**src/rtl/kerneltop_kernel_b_vec_if.sv**
```systemverilog
// rtl/kerneltop_kernel_b_vec_if.sv - vector stream handshake bundle for kerneltop_kernel_b_vec
interface kerneltop_kernel_b_vec_if #(
  parameter int STREAMW = 32,
  parameter int NLANES  = 4
);
  logic                        ivalid;
  logic                        iready;
  logic [NLANES*STREAMW-1:0]   kb_vin;
  logic                        ovalid;
  logic                        oready;
  logic [NLANES*STREAMW-1:0]   kb_vout;
  logic                        olast;

  // Upstream/downstream driver side (testbench or surrounding fabric)
  modport master (
    output ivalid, kb_vin, oready,
    input  iready, ovalid, kb_vout, olast
  );

  // Kernel side
  modport slave (
    input  ivalid, kb_vin, oready,
    output iready, ovalid, kb_vout, olast
  );
endinterface

```
**src/rtl/kerneltop_kernel_b_vec.sv**
```systemverilog
// rtl/kerneltop_kernel_b_vec.sv - lane-parallel double/square pipeline with work-group last flag
module kerneltop_kernel_b_vec #(
  parameter int STREAMW    = 32,
  parameter int NLANES     = 4,
  parameter int PIPE_DEPTH = 2,
  parameter int OPMODE     = 0,
  parameter int NITEMS     = 1024
) (
  input logic clk,
  input logic rst,
  kerneltop_kernel_b_vec_if.slave bus
);
  localparam int W  = NLANES * STREAMW;
  localparam int CW = (NITEMS > 1) ? $clog2(NITEMS) : 1;
  localparam logic [CW-1:0] LAST_CNT = CW'(NITEMS - 1);

  logic [W-1:0]          d [PIPE_DEPTH];
  logic [PIPE_DEPTH-1:0] v;
  logic [W-1:0]          f;
  logic [CW-1:0]         cnt;
  logic                  en;
  logic                  hs;

  // The whole pipe moves together; a full output stage only blocks when downstream stalls
  assign en = ~v[PIPE_DEPTH-1] | bus.oready;
  assign hs = v[PIPE_DEPTH-1] & bus.oready;

  // Per-lane arithmetic folded into the stage-0 load so no extra latency is added
  always_comb begin
    f = '0;
    for (int i = 0; i < NLANES; i++) begin
      if (OPMODE == 1)
        f[i*STREAMW +: STREAMW] = bus.kb_vin[i*STREAMW +: STREAMW] * bus.kb_vin[i*STREAMW +: STREAMW];
      else
        f[i*STREAMW +: STREAMW] = bus.kb_vin[i*STREAMW +: STREAMW] + bus.kb_vin[i*STREAMW +: STREAMW];
    end
  end

  // Shift register of data/valid pairs advanced by the global enable
  always_ff @(posedge clk) begin
    if (rst) begin
      v <= '0;
      for (int s = 0; s < PIPE_DEPTH; s++) d[s] <= '0;
    end else if (en) begin
      v[0] <= bus.ivalid;
      d[0] <= f;
      for (int s = 1; s < PIPE_DEPTH; s++) begin
        v[s] <= v[s-1];
        d[s] <= d[s-1];
      end
    end
  end

  // Output beat counter marking the final beat of each work-group
  always_ff @(posedge clk) begin
    if (rst)
      cnt <= '0;
    else if (hs)
      cnt <= (cnt == LAST_CNT) ? '0 : cnt + CW'(1);
  end

  assign bus.iready  = en;
  assign bus.ovalid  = v[PIPE_DEPTH-1];
  assign bus.kb_vout = d[PIPE_DEPTH-1];
  assign bus.olast   = v[PIPE_DEPTH-1] & (cnt == LAST_CNT);
endmodule

```
**src/flat_wrapper.sv**
```systemverilog
// flat-port wrapper written by rule: the top's interface ports become plain ports
module kerneltop_kernel_b_vec_flat 
#(
  parameter int STREAMW    = 32,
  parameter int NLANES     = 4,
  parameter int PIPE_DEPTH = 2,
  parameter int OPMODE     = 0,
  parameter int NITEMS     = 1024
)
  (clk, rst, bus_ivalid, bus_kb_vin, bus_oready, bus_iready, bus_ovalid, bus_kb_vout, bus_olast);
  kerneltop_kernel_b_vec_if #(.STREAMW(STREAMW), .NLANES(NLANES)) bus_i ();
  input logic clk;
  input logic rst;
  input wire logic [$bits(bus_i.ivalid)-1:0] bus_ivalid;
  input wire logic [$bits(bus_i.kb_vin)-1:0] bus_kb_vin;
  input wire logic [$bits(bus_i.oready)-1:0] bus_oready;
  output wire logic [$bits(bus_i.iready)-1:0] bus_iready;
  output wire logic [$bits(bus_i.ovalid)-1:0] bus_ovalid;
  output wire logic [$bits(bus_i.kb_vout)-1:0] bus_kb_vout;
  output wire logic [$bits(bus_i.olast)-1:0] bus_olast;
  assign bus_i.ivalid = bus_ivalid;
  assign bus_i.kb_vin = bus_kb_vin;
  assign bus_i.oready = bus_oready;
  assign bus_iready = bus_i.iready;
  assign bus_ovalid = bus_i.ovalid;
  assign bus_kb_vout = bus_i.kb_vout;
  assign bus_olast = bus_i.olast;
  kerneltop_kernel_b_vec #(.STREAMW(STREAMW), .NLANES(NLANES), .PIPE_DEPTH(PIPE_DEPTH), .OPMODE(OPMODE), .NITEMS(NITEMS)) u_core (.clk(clk), .rst(rst), .bus(bus_i));
endmodule
```
**config.mk**
```make
export PLATFORM = sky130hd
export DESIGN_NAME = kerneltop_kernel_b_vec_flat
export DESIGN_NICKNAME = d
export VERILOG_FILES = /design/src/rtl/kerneltop_kernel_b_vec_if.sv /design/src/rtl/kerneltop_kernel_b_vec.sv /design/src/flat_wrapper.sv
export SDC_FILE = /design/constraint.sdc
export NUM_CORES = 1
export LEC_CHECK = 0
export ABC_AREA = 1
export BUFFER_PORTS_ARGS = -buffer_cell sky130_fd_sc_hd__buf_2
export CORE_MARGIN = 2
export CORE_UTILIZATION = 35
export CTS_BUF_LIST = sky130_fd_sc_hd__clkbuf_4 sky130_fd_sc_hd__clkbuf_8 sky130_fd_sc_hd__clkbuf_16
export DETAILED_ROUTE_END_ITERATION = 6
export SKIP_CTS_REPAIR_TIMING = 1
export SLEW_MARGIN = 20
export SYNTH_ARGS = -nofsm -noshare
export SYNTH_HDL_FRONTEND = slang
export SYNTH_SLANG_ARGS = --single-unit
```
**constraint.sdc**
```tcl
create_clock -name clk -period 4 [get_ports clk]
set_clock_uncertainty 0.05 [all_clocks]
set_input_delay 0.2 -clock clk [delete_from_list [all_inputs] [get_ports clk]]
set_output_delay 0.2 -clock clk [all_outputs]
set_load 0.005 [all_outputs]
```
==> impl_metrics.json <==
{
  "yosys-top-cells-area": "edfxtp_1 67%, buf_4 9.5%, inv_1 8.9%",
  "synthArstFlopShare_pct": 0,
  "synth_ff_type": "edfxtp_1",
  "slew_viol_final": 0,
  "post-route-util_pct": 45.0,
  "viasPerCell": 4.02,
  "m1WireLength_mm": 8.69,
  "root_buffer": "clkbuf_16",
  "nFillCells": 2908,
  "path_cells": "inv_1 -> or2_1 -> or2_4 -> buf_4",
  "insertion_delay_ns": 0.54,
  "peakVddDrop_uv": 306,
  "path_delay_family": "simple AND/OR/NAND/NOR gates",
  "crit_slowest_cell": "or2_4",
  "grt_usage_pct": 11.9,
  "via_count": 6781,
  "critical_path_depth": 4,
  "synth_common_cells": "264 x inv_1, 261 x nor2_1, 248 x edfxtp_1, 141 x buf_4, 20 x nand2_1",
  "r2r_start": "u_core.v[1]$_SDFFE_PP0P_",
  "max_slew_margin_pct": 39.0,
  "yosys_warnings": 0,
  "finalWirelength_mm": 21.3,
  "top_layer": "met4",
  "synth_area_mm2": 0.0111,
  "finalHoldViolations": 0,
  "min_period_ns": 2.25,
  "crit_required_ns": 4.17,
  "yosys.cell_types.count": 24,
  "yosysMostFrequentCell": "inv_1",
  "place_congestion": 0.763,
  "antenna_found_initial": 0,
  "syn_avg_cell_area_um2": 11.2,
  "fin_crit_sh_pct": 56.2,
  "drt_iter0_drc": 332,
  "grt_pass1_vias": 6292,
  "drt_pre_antenna_iters": 4,
  "netlist.area_leader.share_pct": 67.0,
  "grt_max_degree": 125,
  "crit_buf_inv": 2,
  "clk_pin_slew_ns": 0.06,
  "drc": 0,
  "io_buffers": 254,
  "diodes": 0,
  "dp_cells": 1504,
  "final_antenna_net_count": 0,
  "rrSetupSlack_ns": 1.75,
  "status": "complete, no violations",
  "seq_area_frac_synth_pct": 69.1,
  "die_x_um": 182,
  "layout.nets": 1393,
  "rows": 65,
  "rsz0062_at_grt": "false",
  "timing.rr.end": "u_core.d[0][209]$_SDFFCE_PN0P_",
  "synth_edf_count": 248,
  "pwr_density_cell_mw_per_mm2": 455,
  "finalSetupViolCount": 0,
  "synth_area_leader_cell": "edfxtp_1",
  "critical_path_class": "reg -> reg",
  "grt_pass1_wl_mm": 31.8,
  "slowest_delay_ns": 0.79,
  "io_pins": 263,
  "clk_path_buf_depth": 3,
  "hpwl_mm": 13.2,
  "grt.overflow.total": 0,
  "clock.fmax_mhz": 445,
  "coreArea_mm2": 0.0314,
  "die_area_mm2": 0.0332,
  "post-place-ws_ns": 1.72,
  "tightest_slew_ns": 0.915,
  "max-cap-violations": 0,
  "endpoint_kind": "flop",
  "wl_met3_um": 981,
  "setup-tns-final_ns": 0,
  "p_leak_nw": 6.88,
  "synthCells": 989,
  "avgRoutedWirePerCell_um": 12.6,
  "critPathMaxFanout": 60,
  "cts_tree": "built",
  "h-tree-depth": 1,
  "synth_seq_cells": 260,
  "seqCellArea_mm2": 0.00769,
  "multi_input_area_mm2": 0.00125,
  "worstRegToRegCells": 4,
  "hp-class": "in -> reg",
  "crit_start": "u_core.v[1]$_SDFFE_PP0P_",
  "die_h_um": 182,
  "syn_to_final_growth_pct": 27.1,
  "final_layout_size_suffix_gt1_share_pct": 25.0,
  "critPathArrivalTime_ns": 2.42,
  "crit_end": "u_core.d[0][209]$_SDFFCE_PN0P_",
  "cts_buffers": 30,
  "met2_length_mm": 11.0,
  "start_util_pct": 35.4,
  "worst_setup_path_start_kind": "flop",
  "fin_cells": 1686,
  "cts.sinks": 260,
  "setup_slack_ns": 1.75
}
==> report_power, final <==
part | leakage [nW] | internal [mW] | total, mW | switching (mW)
combinational | 3.39 | 0.243 | 0.486 | 0.243
sequential | 3.00 | 3.17 | 3.22 | 0.0470
clock | 0.495 | 1.66 | 2.72 | 1.06
total | 6.88 | 5.08 | 6.43 | 1.35
==> metrics by stage <==
step / hold WS [ns] / area (um^2) / power [mW]
3_3_place_gp: 0.386 / 11900 / 3.66
2_1_floorplan: 0.219 / 11100 / 3.59
6_report: 0.131 / 14100 / 6.43
4_1_cts: -0.178 / 12900 / 6.42
5_1_grt: 0.152 / 14100 / 6.70
3_5_place_dp: 0.394 / 11900 / 3.67
==> layer usage <==
layer / track usage, % / vias to the layer above
li1: - / 3390
met1: 14.7 / 3161
met2: 20.8 / 184
met3: 2.10 / 46
met4: 4.10 / 0
met5: 0 / -
==> worst min path at each step <==
stage / start / end / slack [ns] / cells past startpoint
after floorplan: rst / u_core.v[1]$_SDFFE_PP0P_ / 0.22 / 1
after global placement: bus_ivalid / u_core.v[0]$_SDFFE_PP0P_ / 0.39 / 3
after detailed placement: bus_ivalid / u_core.v[0]$_SDFFE_PP0P_ / 0.39 / 3
after CTS: bus_ivalid / u_core.v[0]$_SDFFE_PP0P_ / -0.18 / 3
after global routing: bus_oready / u_core.cnt[2]$_SDFFE_PP0P_ / 0.15 / 5
final: bus_oready / u_core.cnt[2]$_SDFFE_PP0P_ / 0.13 / 5
==> sequential cells by signal, summed over array words and instances, names as in the netlist <==
register and count:
u_core.v 2, u_core.cnt 10, u_core.d 248
==> logic make-up after synthesis <==
family | count (synthesis) | share of synthesized area, %
buf+inv | 420 | 19.8
flops | 260 | 69.1
mux | 1 | 0.0900
simple gates | 296 | 10.3
compound gates | 9 | 0.484
xor+xnor | 1 | 0.0788
fa+ha+maj | 1 | 0.113
other cells | 1 | 0.0337
==> placed cells by master (no fill, tap or decap) <==
cell type / count
a21oi_1: 4
buf_12: 5
buf_2: 254
buf_4: 7
bufinv_16: 2
clkbuf_16: 31
clkbuf_4: 5
clkbuf_8: 5
clkinv_1: 6
clkinv_2: 3
clkinv_4: 1
clkinvlp_4: 3
conb_1: 4
dfxtp_1: 12
dlygate4sd3_1: 126
edfxtp_1: 248
ha_1: 1
inv_1: 264
mux2i_1: 1
nand2_1: 20
nand2_8: 1
nand3_1: 8
nand4_1: 1
nor2_1: 261
nor2_2: 2
nor3_1: 1
o21ai_0: 2
o21ai_1: 1
o21bai_1: 1
o21bai_2: 1
or2_1: 1
or2_4: 1
xnor2_1: 1
==> worst register-to-register path, delay by kind of cell, from the launching register on <==
family        cells  cell delay [ns]
flops             1             0.32
buf+inv           2             0.49
simple gates      2             1.07
==> cell type report <==
class / count / area share (%)
timing repair buffer: 392 / 19.0
multi-input combinational: 312 / 8.87
sequential: 260 / 54.4
clock buffer: 41 / 6.24
inverter: 264 / 7.01
tap: 402 / 3.56
clock inverter: 15 / 0.912
Power figures use the tool's default switching activity.
